$ cat src/rtl/mcu_pkg.sv
// Purpose : shared types and constants for the MCU2 port peripherals.
// Latency : n/a (declarations only).
// Backpressure: n/a.
// Contents: UART FSM state enum, byte width, default bit divider, and a
//           helper that sizes a down-counter able to hold CLK_DIV-1.
package mcu_pkg;

  // Transmitter FSM states; 2-bit encoding keeps the state flop count minimal.
  typedef enum logic [1:0] {
    IDLE  = 2'd0,
    START = 2'd1,
    DATA  = 2'd2,
    STOP  = 2'd3
  } uartState_t;

  localparam int UART_DATA_W = 8;

  // Controller firmware and the bench both assume this bit period by default.
  localparam int UART_CLK_DIV_DEFAULT = 16;

  // Width of a down-counter loaded with div-1. A divider of 1 still needs a
  // 1-bit counter so the vector never collapses to zero width.
  function automatic int divWidth(input int div);
    return (div > 1) ? $clog2(div) : 1;
  endfunction

endpackage

$ cat src/rtl/sync_fifo.sv
// Purpose : single-clock FIFO with occupancy count and flop-based head output.
// Latency : a push is visible at head/count on the next clk edge.
// Backpressure: pushes while full and pops while empty are ignored.
// Ports:
//   clk, rst          rising-edge clock, async active-high reset
//   push, pushData    write strobe and data (dropped when full)
//   pop               remove head entry (ignored when empty)
//   head              oldest entry, read straight from storage flops
//   full, empty       occupancy flags decoded from the registered count
//   count             entries currently stored
module sync_fifo #(
  parameter int WIDTH = 8,
  parameter int DEPTH = 4,
  parameter int CNT_W = 3
) (
  input  logic             clk,
  input  logic             rst,
  input  logic             push,
  input  logic [WIDTH-1:0] pushData,
  input  logic             pop,
  output logic [WIDTH-1:0] head,
  output logic             full,
  output logic             empty,
  output logic [CNT_W-1:0] count
);

  localparam int PTR_W = (DEPTH > 1) ? $clog2(DEPTH) : 1;

  logic [WIDTH-1:0] mem [DEPTH];
  logic [PTR_W-1:0] wrPtr;
  logic [PTR_W-1:0] rdPtr;
  logic [CNT_W-1:0] cnt;
  logic             doPush;
  logic             doPop;

  assign full   = (cnt == CNT_W'(DEPTH));
  assign empty  = (cnt == '0);
  assign count  = cnt;
  assign doPush = push && !full;
  assign doPop  = pop && !empty;
  assign head   = mem[rdPtr];

  // DEPTH is a power of two, so the pointers wrap by plain overflow.
  always_ff @(posedge clk or posedge rst) begin
    if (rst) begin
      wrPtr <= '0;
      rdPtr <= '0;
      cnt   <= '0;
    end else begin
      if (doPush) wrPtr <= wrPtr + 1'b1;
      if (doPop)  rdPtr <= rdPtr + 1'b1;
      case ({doPush, doPop})
        2'b10:   cnt <= cnt + 1'b1;
        2'b01:   cnt <= cnt - 1'b1;
        default: cnt <= cnt;
      endcase
    end
  end

  // Storage needs no reset: resetting the pointers and count discards it.
  always_ff @(posedge clk) begin
    if (doPush) mem[wrPtr] <= pushData;
  end

endmodule

$ cat src/rtl/port_uart_tx.sv
// Purpose : 8N1 UART transmitter fed by the MCU2 output port through a small FIFO.
// Latency : byte written into an empty FIFO while idle -> start bit on txd one edge later.
// Backpressure: none on the write side; writes while full are dropped and flagged in overflow.
// Ports:
//   clk, rst     rising-edge clock, async active-high reset (aborts any frame)
//   wr_en        one-cycle write strobe, wr_data sampled with it
//   clr_ovf      clears the sticky overflow flag (a same-edge drop wins)
//   txd          serial line, idle high, driven from a flop
//   busy         frame on the line or bytes queued (registered)
//   full         FIFO holds FIFO_DEPTH entries
//   overflow     sticky: at least one write was dropped
//   fifo_count   queued entries, not counting the byte being shifted
module port_uart_tx
  import mcu_pkg::*;
#(
  parameter int CLK_DIV    = UART_CLK_DIV_DEFAULT,
  parameter int FIFO_DEPTH = 4,
  parameter int CNT_W      = 3
) (
  input  logic             clk,
  input  logic             rst,
  input  logic             wr_en,
  input  logic [7:0]       wr_data,
  input  logic             clr_ovf,
  output logic             txd,
  output logic             busy,
  output logic             full,
  output logic             overflow,
  output logic [CNT_W-1:0] fifo_count
);

  localparam int                    DIV_W    = divWidth(CLK_DIV);
  localparam logic [DIV_W-1:0]      DIV_LOAD = DIV_W'(CLK_DIV - 1);
  localparam logic [2:0]            BIT_LAST = 3'(UART_DATA_W - 1);

  uartState_t             state;
  logic [DIV_W-1:0]       divCnt;
  logic [2:0]             bitIdx;
  logic [UART_DATA_W-1:0] shiftReg;
  logic                   txdReg;
  logic                   busyReg;
  logic                   ovfReg;

  logic [UART_DATA_W-1:0] fifoHead;
  logic                   fifoFull;
  logic                   fifoEmpty;
  logic [CNT_W-1:0]       fifoCount;

  logic                   pushReq;
  logic                   popReq;
  logic                   bitDone;
  logic                   enterIdle;
  logic [CNT_W-1:0]       countNext;

  // A write against a full FIFO is dropped even if a pop frees a slot on the
  // same edge; full is the registered value, so this has no timing surprises.
  assign pushReq = wr_en && !fifoFull;
  assign bitDone = (divCnt == '0);

  // Pop when idle, or on the final STOP cycle so frames run back-to-back.
  assign popReq  = !fifoEmpty &&
                   ((state == IDLE) || ((state == STOP) && bitDone));

  // FSM will be in IDLE after this edge.
  assign enterIdle = !popReq &&
                     ((state == IDLE) || ((state == STOP) && bitDone));

  always_comb begin
    countNext = fifoCount;
    if (pushReq && !popReq)      countNext = fifoCount + 1'b1;
    else if (!pushReq && popReq) countNext = fifoCount - 1'b1;
  end

  sync_fifo #(
    .WIDTH (UART_DATA_W),
    .DEPTH (FIFO_DEPTH),
    .CNT_W (CNT_W)
  ) uFifo (
    .clk      (clk),
    .rst      (rst),
    .push     (pushReq),
    .pushData (wr_data),
    .pop      (popReq),
    .head     (fifoHead),
    .full     (fifoFull),
    .empty    (fifoEmpty),
    .count    (fifoCount)
  );

  // Frame FSM, divider and shifter. txd is loaded with the value for the
  // coming bit period at each transition so it never passes through logic.
  always_ff @(posedge clk or posedge rst) begin
    if (rst) begin
      state    <= IDLE;
      divCnt   <= '0;
      bitIdx   <= '0;
      shiftReg <= '0;
      txdReg   <= 1'b1;
      busyReg  <= 1'b0;
    end else begin
      // busy is computed from next-state values so it is glitch-free and
      // falls on the same edge the FSM returns to IDLE with nothing queued.
      busyReg <= !(enterIdle && (countNext == '0));

      case (state)
        IDLE: begin
          txdReg <= 1'b1;
          if (popReq) begin
            shiftReg <= fifoHead;
            divCnt   <= DIV_LOAD;
            txdReg   <= 1'b0;
            state    <= START;
          end
        end

        START: begin
          if (bitDone) begin
            divCnt <= DIV_LOAD;
            bitIdx <= '0;
            txdReg <= shiftReg[0];
            state  <= DATA;
          end else begin
            divCnt <= divCnt - 1'b1;
          end
        end

        DATA: begin
          if (bitDone) begin
            divCnt <= DIV_LOAD;
            if (bitIdx == BIT_LAST) begin
              txdReg <= 1'b1;
              state  <= STOP;
            end else begin
              // shiftReg[1] becomes shiftReg[0] after this shift.
              shiftReg <= {1'b0, shiftReg[UART_DATA_W-1:1]};
              bitIdx   <= bitIdx + 1'b1;
              txdReg   <= shiftReg[1];
            end
          end else begin
            divCnt <= divCnt - 1'b1;
          end
        end

        STOP: begin
          if (bitDone) begin
            if (popReq) begin
              shiftReg <= fifoHead;
              divCnt   <= DIV_LOAD;
              txdReg   <= 1'b0;
              state    <= START;
            end else begin
              state <= IDLE;
            end
          end else begin
            divCnt <= divCnt - 1'b1;
          end
        end

        default: begin
          txdReg <= 1'b1;
          state  <= IDLE;
        end
      endcase
    end
  end

  // Sticky drop flag; a drop on the same edge as clr_ovf keeps it set.
  always_ff @(posedge clk or posedge rst) begin
    if (rst) begin
      ovfReg <= 1'b0;
    end else if (wr_en && fifoFull) begin
      ovfReg <= 1'b1;
    end else if (clr_ovf) begin
      ovfReg <= 1'b0;
    end
  end

  assign txd        = txdReg;
  assign busy       = busyReg;
  assign full       = fifoFull;
  assign overflow   = ovfReg;
  assign fifo_count = fifoCount;

endmodule

$ cat config.mk
export PLATFORM = sky130hd
export DESIGN_NAME = port_uart_tx
export DESIGN_NICKNAME = d
export VERILOG_FILES = /design/src/rtl/mcu_pkg.sv /design/src/rtl/sync_fifo.sv /design/src/rtl/port_uart_tx.sv
export SDC_FILE = /design/constraint.sdc
export NUM_CORES = 1
export LEC_CHECK = 0
export ABC_AREA = 1
export ABC_CLOCK_PERIOD_IN_PS = 1840
export BUFFER_PORTS_ARGS = -buffer_cell sky130_fd_sc_hd__buf_2
export CORE_MARGIN = 4
export CORE_UTILIZATION = 54
export DETAILED_ROUTE_END_ITERATION = 16
export PLACE_DENSITY = 0.78
export SKIP_CTS_REPAIR_TIMING = 1
export SLEW_MARGIN = 20
export SYNTH_ARGS = -nofsm -noshare
export SYNTH_HDL_FRONTEND = slang
export SYNTH_SLANG_ARGS = --single-unit
$ cat constraint.sdc
create_clock -name clk -period 1.84 [get_ports clk]
set_input_delay 0.184 -clock clk [delete_from_list [all_inputs] [get_ports clk]]
set_output_delay 0.184 -clock clk [all_outputs]
set_load 0.02 [all_outputs]
==> results of run 1 <==
logic make-up (layout without fill, tap and decap cells):
family,Yosys count,in the layout,synth area share
AO/OA/AOI/OAI,28,28,0.0561
flip-flops,59,59,0.548
adder cells (fa/ha/maj),17,17,0.0711
buffers and inverters,40,85,0.0544
XOR/XNOR,6,6,0.0176
AND/OR/NAND/NOR,163,163,0.253
worst reg2reg max path, delay by kind of cell, from the launching register on:
kind / cells / cell delay [ns]
and+or+nand+nor: 3 / 0.31
adders and majority gates: 2 / 0.59
DFF: 1 / 0.42
AOI/OAI and AO/OA: 2 / 0.28
how the worst max path moves through the flow:
stage,start,end,slack [ns],cells after the start
6_report,state[0],uFifo.count[2],0.11,7
5_1_grt,divCnt[0],uFifo.count[2],0.002,10
4_1_cts,state[0],uFifo.count[2],0.03,7
3_5_place_dp,state[0],uFifo.count[2],0.05,7
3_3_place_gp,state[0],uFifo.count[2],0.14,7
2_1_floorplan,uFifo.count[1],uFifo.count[2],0.06,7
flip-flops by register name, summed over array words and instances (netlist names):
name	count
uFifo.mem	32
shiftReg	8
divCnt	4
bitIdx	3
uFifo.count	3
state	2
uFifo.rdPtr	2
uFifo.wrPtr	2
busy	1
overflow	1
txd	1
routing by layer:
layer / up-vias / GRT usage
met3: 12 / 0.0390
li1: 1108 / -
met2: 63 / 0.304
met4: 0 / 0.105
met1: 1064 / 0.260
met5: - / 0
power by group:
part           internal (mW)  switching (mW)  leakage (nW)
combinational          0.313           0.550         0.922
sequential              1.61          0.0853         0.598
clock                  0.932           0.515         0.117
layout by cell type (no fill, tap or decap), types with 4 or more instances in the layout:
master	instances
a21oi_1	4
buf_2	18
buf_4	16
clkbuf_8	10
dfrtp_1	25
edfxtp_1	32
ha_1	14
inv_1	27
inv_2	7
nand2_1	95
nand2_2	4
nand3_1	41
nor2_1	13
o21ai_0	12
metrics by stage:
stage	total power [mW]	cells	setup WS, ns	cell area (um^2)
finish	4.01	428	0.107	3520
detailed placement	2.56	410	0.0469	3250
CTS	3.99	426	0.0284	3490
global placement	2.53	410	0.142	3250
floorplan	2.26	313	0.0577	2990
global route	4.22	428	0.00245	3520
area by class of cell:
cell class | count | share of cell area
flip-flops and latches | 59 | 0.465
multi-input cells | 214 | 0.342
repair buffers | 35 | 0.0625
clock buffers | 11 | 0.0401
inverters | 34 | 0.0362
clock inverters | 5 | 0.0288
well taps | 70 | 0.0249
==> flow_summary.yaml, run 1 <==
global_route:
  number_of_antenna_violations_at_the_first_check_in_global_routing: 0
  track_usage: 0.197
  first_global_vias: 2148
  overflow: 0
  grt_max_degree: 28
  grt_first_pass_wirelength_um: 9700
critical_path:
  r2r_start: "state[0]"
  worstSetupEndpointType: "flop"
  slowest_stage: "dfrtp_1"
  worstPathRequired_ns: 2.06
  critical_path_fanout_max: 5
  worst-r2r-cell-count: 7
  worst_setup_path_start_kind: "flop"
  rr_endpoint: "uFifo.count[2]"
  cpPeakStageDelay_ns: 0.42
  timing.critical_path.buf_inv: 0
  arrival_time_at_the_worst_endpoint_ns: 1.96
  cp_cell_sequence: "ha_1, nand3_2, nand2_4, nand2_8, ha_2, a211oi_2, a21oi_1"
  critical_path_type: "reg2reg"
  worst-r2r-setup-slack_ns: 0.11
  critical_path.top_delay_family: "adder cells"
detailed_routing:
  routed-via-count: 2247
  routed_wirelength_um: 5870
  antenna_violating_nets_post_route: 0
  topRoutingLayerUsed: "met4"
  routed-wl-met2_um: 2940
  routed_wire_length_per_instance_um: 13.7
  drt-vias-per-instance: 5.25
  detailroute.wirelength.met3_um: 360
  drt-met1-wl_um: 2460
  detail_route.first_pass.iterations: 4
  drt-initial-drc-count: 150
  post-route-drc-count: 0
sta:
  hold_violations: 0
  finalSetupViolations: 0
  timing.max_slew.rel_slack: 0.755
  finalCriticalPeriod_ns: 1.73
  tightest_slew_ns: 0.367
  fmaxAchievable_mhz: 577
  fin_skew_ns: 0.00794
  setup_repair_after_global_routing_missed_its_margin: "false"
  slew_violations: 0
  setup-tns-final_ns: 0
  finalCritPeriodShare: 0.942
  holdWs_ns: 0.0395
synthesis:
  synth.avg_cell_area_um2: 9.55
  synth_edf_count: 32
  post_synthesis_sequential_area_ratio: 0.548
  synth_top_area_cell: "edfxtp_1"
  ys_warn_count: 0
  synthDistinctLibCells: 31
  synth.top_cells.by_area: "edfxtp_1 (32%), dfrtp_1 (22%), nand2_1 (12%)"
  synth_area_mm2: 0.00299
  yosys.area.top_type_share: 0.321
  syn-num-nets: 342
  synth_register_bits: 59
  async_reset_ff_frac: 0.458
  synth_common_cells: "nand2_1 (96), nand3_1 (41), edfxtp_1 (32)"
  synth.most_common_cell: "nand2_1"
  netlist_instances: 313
  ys_dominant_reg_cell: "edfxtp_1"
cts:
  cts_tree: "done"
  clkSlewWorstSetupHoldPaths_ns: 0.07
  cts_max_level: 3
  clock_sinks: 59
  cts_buffer_depth: 2
  clk_root_buffer_cell: "clkbuf_8"
  cts_made_buffers: 9
  clk-insertion-delay-late_ns: 0.34
die:
  initial_utilization: 0.571
  die_w_um: 82.4
  die_outline_area_mm2: 0.00679
  fp.dieH_um: 82.4
  io_pins: 19
  coreArea_mm2: 0.00524
  site_row_count: 26
finish:
  flow.area_growth_from_synthesis_pct: 17.8
  layout.core_utilization: 0.672
  fillers: 381
  post_route_cells_drive_above_1_share: 0.215
  seq_area_mm2: 0.00164
  nNetsFinal: 382
  multi_input_gate_area_mm2: 0.00120
  diodes: 0
place:
  gp_congestion: 0.858
  place_hpwl_um: 3990
  io_buffers: 18
flow_run:
  cap_viol_max_count: 0
power_and_ir_drop:
  cellPowerDensity_mw_per_mm2: 1140
  power_leakage_nw: 1.64
  max-vdd-ir-drop_mv: 1.06
hold_path:
  min_delay_path_depth: 2
  min_path_type: "in2reg"
  hp-start: "clr_ovf"
  hold_endpoint: "overflow"
run_status:
  outcome: "finished, final reports clean"
(Power assumes the default switching activity.)
==> inputs of run 2 (changes only) <==
- ABC_AREA: 1 -> default
==> run 2 against run 1 <==
Compared with the run above: the flow now finishes with violations (setup timing); via count is 13% lower; count of clock-buffer cells in the layout is 1 lower; first-iteration DRC count fell by 25%; total power is 82% higher; register-to-register slack worse by 0.21 ns; largest power group is now combinational logic.
==> flow_summary.yaml, run 2 <==
run_status:
  outcome: "finished, violations left"
  violations: "setup timing"
cts:
  clk-insertion-delay-late_ns: 0.33
  cts_max_level: 3
  cts_tree: "done"
  clkSlewWorstSetupHoldPaths_ns: 0.07
  clock_sinks: 59
  cts_buffer_depth: 2
  cts_made_buffers: 9
  clk_root_buffer_cell: "clkbuf_8"
place:
  placedInstanceArea_mm2: 0.00339
  io_buffers: 18
  gp_congestion: 0.876
  place_hpwl_um: 3850
  dp_worst_setup_slack_ns: -0.102
critical_path:
  critical_path_fanout_max: 8
  worst-r2r-cell-count: 7
  worstSetupEndpointType: "flop"
  rr_endpoint: "shiftReg[3]"
  r2r_start: "state[1]"
  arrival_time_at_the_worst_endpoint_ns: 2.16
  worst_setup_path_startpoint: "state[1]"
  worst-r2r-setup-slack_ns: -0.10
  worstPathRequired_ns: 2.05
  critical_path_type: "reg2reg"
  worst_setup_path_start_kind: "flop"
synthesis:
  synth-simple-area-share: 0.0743
  post_synth_mux_area_share: 0.108
  synth_register_bits: 59
  synth.top_cells.by_area: "edfxtp_1 (33%), dfrtp_1 (22%), ha_1 (7.3%)"
  yosys.area.top_type_share: 0.328
  synth.most_common_cell: "edfxtp_1"
  ys_warn_count: 0
  synth_adder_area_share: 0.0726
  dominant_combinational_cell_family_by_area_after_synthesis: "compound AO/OA/AOI/OAI gates"
  netlist_instances: 229
  synth_area_mm2: 0.00293
  synth.avg_cell_area_um2: 12.8
  synthDistinctLibCells: 45
  ys_dominant_reg_cell: "edfxtp_1"
  synth_edf_count: 32
  async_reset_ff_frac: 0.458
  synth_common_cells: "edfxtp_1 (32), dfrtp_1 (26), inv_1 (21)"
  synth_top_area_cell: "edfxtp_1"
  synth-compound-area-share: 0.117
  post_synth_xor_area_fraction: 0.0239
  syn-num-nets: 258
  post_synthesis_sequential_area_ratio: 0.559
sta:
  fmaxAchievable_mhz: 515
  finalCriticalPeriod_ns: 1.94
  fin_skew_ns: 0.00760
  timing.max_slew.rel_slack: 0.732
  finalSetupViolations: 12
  tightest_slew_ns: 0.401
  setup_repair_after_global_routing_missed_its_margin: "true"
  slew_violations: 0
  holdWs_ns: 0.0627
  finalCritPeriodShare: 1.05
  post_route_setup_slack_ns: -0.101
  hold_violations: 0
  setup-tns-final_ns: -0.872
detailed_routing:
  post-route-drc-count: 0
  detail_route.first_pass.iterations: 4
  routed_wire_length_per_instance_um: 15.3
  antenna_violating_nets_post_route: 0
  drt-vias-per-instance: 5.38
  drt-initial-drc-count: 112
  routed-via-count: 1962
  routed_wirelength_um: 5600
die:
  io_pins: 19
  die_outline_area_mm2: 0.00667
  fp.dieH_um: 81.7
  die_w_um: 81.7
  coreArea_mm2: 0.00517
  site_row_count: 26
  initial_utilization: 0.567
hold_path:
  hp-start: "wr_data[1]"
  min_delay_path_depth: 1
  min_path_type: "in2reg"
  hold_endpoint: "uFifo.mem[3][1]"
power_and_ir_drop:
  max-vdd-ir-drop_mv: 1.03
  design_power_total_mw: 7.28
  power_leakage_nw: 1.60
  cellPowerDensity_mw_per_mm2: 1930
finish:
  final_design_area_no_fill_mm2: 0.00377
  final_common_cell: "edfxtp_1"
  regMostFlops: "uFifo.mem"
  flow.area_growth_from_synthesis_pct: 28.8
  largest_reg_flops: 32
  diodes: 0
  post_route_cells_drive_above_1_share: 0.458
  nNetsFinal: 319
  largestRegisters: "uFifo.mem (32), shiftReg (8), divCnt (4)"
  mostFrequentLayoutCells: "edfxtp_1 (32), buf_4 (30), dfrtp_1 (23), buf_2 (18)"
global_route:
  first_global_vias: 1982
  groute.layer.met2.usage: 0.316
  number_of_antenna_violations_at_the_first_check_in_global_routing: 0
  grt.busiest_layer: "met2"
  track_usage: 0.189
  grt_first_pass_wirelength_um: 9230
  grt_util_met3: 0.0515
  globalRouteMet1Util: 0.231
  overflow: 0
  grt_max_degree: 28
flow_run:
  cap_viol_max_count: 0
-- run 2: power by group --
group | internal [mW] | switching (mW) | total (mW)
combinational | 2.09 | 1.93 | 4.02
clock | 0.627 | 0.507 | 1.13
sequential | 1.86 | 0.263 | 2.12
total | 4.57 | 2.70 | 7.28
-- run 2: kinds of logic (layout without fill, tap and decap cells) --
group | Yosys count | count (layout)
XOR/XNOR | 8 | 8
adder cells (fa/ha/maj) | 17 | 17
AO/OA/AOI/OAI | 50 | 50
AND/OR/NAND/NOR | 40 | 40
buffers and inverters | 30 | 96
multiplexers | 25 | 25
flip-flops | 59 | 59
-- run 2: worst max path at each step --
stage / end / slack [ns] / depth (start not counted)
after global routing: uFifo.count[2] / -0.16 / 10
after floorplan: shiftReg[0] / -0.08 / 7
after global placement: busy / -0.05 / 10
final: shiftReg[3] / -0.10 / 7
after CTS: busy / -0.15 / 10
after detailed placement: busy / -0.10 / 10
-- run 2: final cells by class --
type                       instances  area (um^2)
clock buffer                      10          128
clock inverter                     6         65.1
fill                             315         1400
inverter                          22         85.1
multi-input combinational        140         1310
sequential                        59         1640
tap                               70         87.6
timing repair buffer              58          462
-- run 2: worst max-delay path: stages, from the launching register on --
cell and delay (ns):
dfrtp_2 0.42, inv_2 0.07, buf_6 0.12, ha_4 0.15, or3_4 0.41, a21oi_4 0.18
o21ai_4 0.14, mux2_4 0.33
-- run 2: per-stage QoR --
stage,util,cells
detailed placement,0.656,343
floorplan,-,229
finish,0.730,365
global route,0.730,365
global placement,0.656,343
CTS,0.693,359
-- run 2: metal layers --
metal,vias to the layer above,share of wire,routed length (um)
met2,45,0.51,2850
met3,13,0.032,178
li1,937,-,-
met1,967,0.44,2460
met4,0,0.019,107
met5,-,0,0
==> inputs of run 3 (changes only) <==
- ABC_CLOCK_PERIOD_IN_PS: 1840 -> 2250
- CORE_UTILIZATION: 54 -> 50
- PLACE_DENSITY: 0.78 -> 0.71
- clock period: 1.84 -> 2.25 ns (I/O delays scaled with it)
==> run 3 against run 2 <==
Compared with the run above: the flow now finishes without violations; non-clock buffer count decreased by 28; routed wire length decreased by 12%; first-iteration DRC count increased by 2.7%; global-route usage decreased by 3.5 points; largest power group unchanged; critical path depth increased by 3; clock power decreased by 27%; critical path type unchanged; sequential power decreased by 17%; sequential share of layout area increased by 5.4 points; cell count decreased by 7.1%; worst hold slack improved by 0.038 ns.
==> flow_summary.yaml, run 3 (synthesis results as in run 2) <==
critical_path:
  worst-r2r-setup-slack_ns: 0.18
  worstSetupEndpoint: "uFifo.count[2]"
  critical_path_type: "reg2reg"
  worstPathRequired_ns: 2.47
  r2r_start: "divCnt[0]"
  worst_setup_path_start_kind: "flop"
  rr_endpoint: "uFifo.count[2]"
  worst-r2r-cell-count: 10
  worst_setup_path_startpoint: "divCnt[0]"
  arrival_time_at_the_worst_endpoint_ns: 2.28
  worstSetupEndpointType: "flop"
  critical_path_fanout_max: 4
die:
  die_w_um: 84.6
  coreArea_mm2: 0.00561
  fp.dieH_um: 84.6
  initial_utilization: 0.523
  io_pins: 19
  site_row_count: 27
  die_outline_area_mm2: 0.00715
global_route:
  first_global_vias: 1827
  grt_first_pass_wirelength_um: 8600
  track_usage: 0.155
  overflow: 0
  number_of_antenna_violations_at_the_first_check_in_global_routing: 0
  grt_max_degree: 16
sta:
  setup_repair_after_global_routing_missed_its_margin: "false"
  finalCriticalPeriod_ns: 2.07
  tightest_slew_ns: 0.505
  fin_skew_ns: 0.00945
  slew_violations: 0
  finalSetupViolations: 0
  hold_violations: 0
  fmaxAchievable_mhz: 483
  finalCritPeriodShare: 0.919
  setup-tns-final_ns: 0
  timing.max_slew.rel_slack: 0.663
finish:
  final_common_cell: "edfxtp_1"
  final_design_area_no_fill_mm2: 0.00335
  nNetsFinal: 291
  flow.area_growth_from_synthesis_pct: 14.3
  largest_reg_flops: 32
  mostFrequentLayoutCells: "edfxtp_1 (32), dfrtp_1 (26), inv_1 (21), buf_2 (18)"
  post_route_cells_drive_above_1_share: 0.303
  diodes: 0
  largestRegisters: "uFifo.mem (32), shiftReg (8), divCnt (4)"
  regMostFlops: "uFifo.mem"
cts:
  clk-insertion-delay-late_ns: 0.33
  clkSlewWorstSetupHoldPaths_ns: 0.07
  cts_made_buffers: 9
  clock_sinks: 59
  cts_tree: "done"
  clk_root_buffer_cell: "clkbuf_8"
  cts_buffer_depth: 2
  cts_max_level: 3
detailed_routing:
  routed_wire_length_per_instance_um: 14.5
  antenna_violating_nets_post_route: 0
  routed-wl-met2_um: 2360
  routed-via-count: 1756
  routed_wirelength_um: 4910
  topRoutingLayerUsed: "met4"
  post-route-drc-count: 0
  detailroute.wirelength.met3_um: 134
  drt-vias-per-instance: 5.18
  detail_route.first_pass.iterations: 4
  drt-met1-wl_um: 2290
  drt-initial-drc-count: 115
place:
  placedInstanceArea_mm2: 0.00314
  gp_congestion: 0.723
  io_buffers: 18
  place_hpwl_um: 3570
run_status:
  outcome: "finished, final reports clean"
power_and_ir_drop:
  power_leakage_nw: 1.43
  cellPowerDensity_mw_per_mm2: 1500
  max-vdd-ir-drop_mv: 0.769
hold_path:
  min_path_type: "in2reg"
flow_run:
  cap_viol_max_count: 0
run 3: cell types whose count changed in the layout (fill, tap and decap cells not counted), sizes merged:
cell	previous run	this run
bufinv	1	0
buf	57	29
clkinvlp	1	2
clkbuf	10	9
clkinv	3	4
run 3: cell type report:
type,count,area (um^2)
inverters,22,82.6
repair buffers,30,183
clock buffers,9,124
multi-input cells,140,1180
fillers,455,2260
flip-flops and latches,59,1640
clock inverters,7,53.8
well taps,72,90.1
run 3: how the worst min path moves through the flow:
stage,start,end,slack (ns),cells past startpoint
after floorplan,rst,bitIdx[0],0.28,1
after global placement,rst,overflow,0.28,2
after detailed placement,rst,overflow,0.30,2
after CTS,rst,uFifo.count[2],-0.08,2
after global routing,wr_data[6],uFifo.mem[1][6],0.09,1
final,wr_data[6],uFifo.mem[3][6],0.10,1
run 3: power by group:
part	leakage [nW]	switching (mW)	internal, mW
clock network	0.0835	0.427	0.403
registers	0.616	0.245	1.51
logic	0.731	1.26	1.17
run 3: worst max-delay path: stages, from the launching register on:
cell and delay [ns]:
dfrtp_1 0.40, inv_1 0.11, ha_2 0.21, nand4bb_1 0.13, and2_4 0.19, or2_4 0.25
inv_2 0.07, ha_1 0.19, mux2i_1 0.20, nor2_1 0.06, xor2_1 0.14
run 3: stage by stage:
| stage | utilization | total power, mW | cells | setup WS (ns) | hold slack [ns] |
|---|---|---|---|---|---|
| floorplan | - | 3.63 | 229 | 0.121 | 0.277 |
| global placement | 0.561 | 4.14 | 322 | 0.199 | 0.279 |
| detailed placement | 0.561 | 4.18 | 322 | 0.0862 | 0.297 |
| CTS | 0.592 | 5.04 | 338 | 0.0841 | -0.0765 |
| global route | 0.597 | 5.44 | 339 | 0.00661 | 0.0912 |
| finish | 0.597 | 5.03 | 339 | 0.181 | 0.101 |
run 3: routing by layer:
metal  track usage  vias to the layer above
met4        0.0734                        0
met2         0.246                       23
met5             0                        -
met1         0.199                      837
li1              -                      882
met3        0.0383                       14
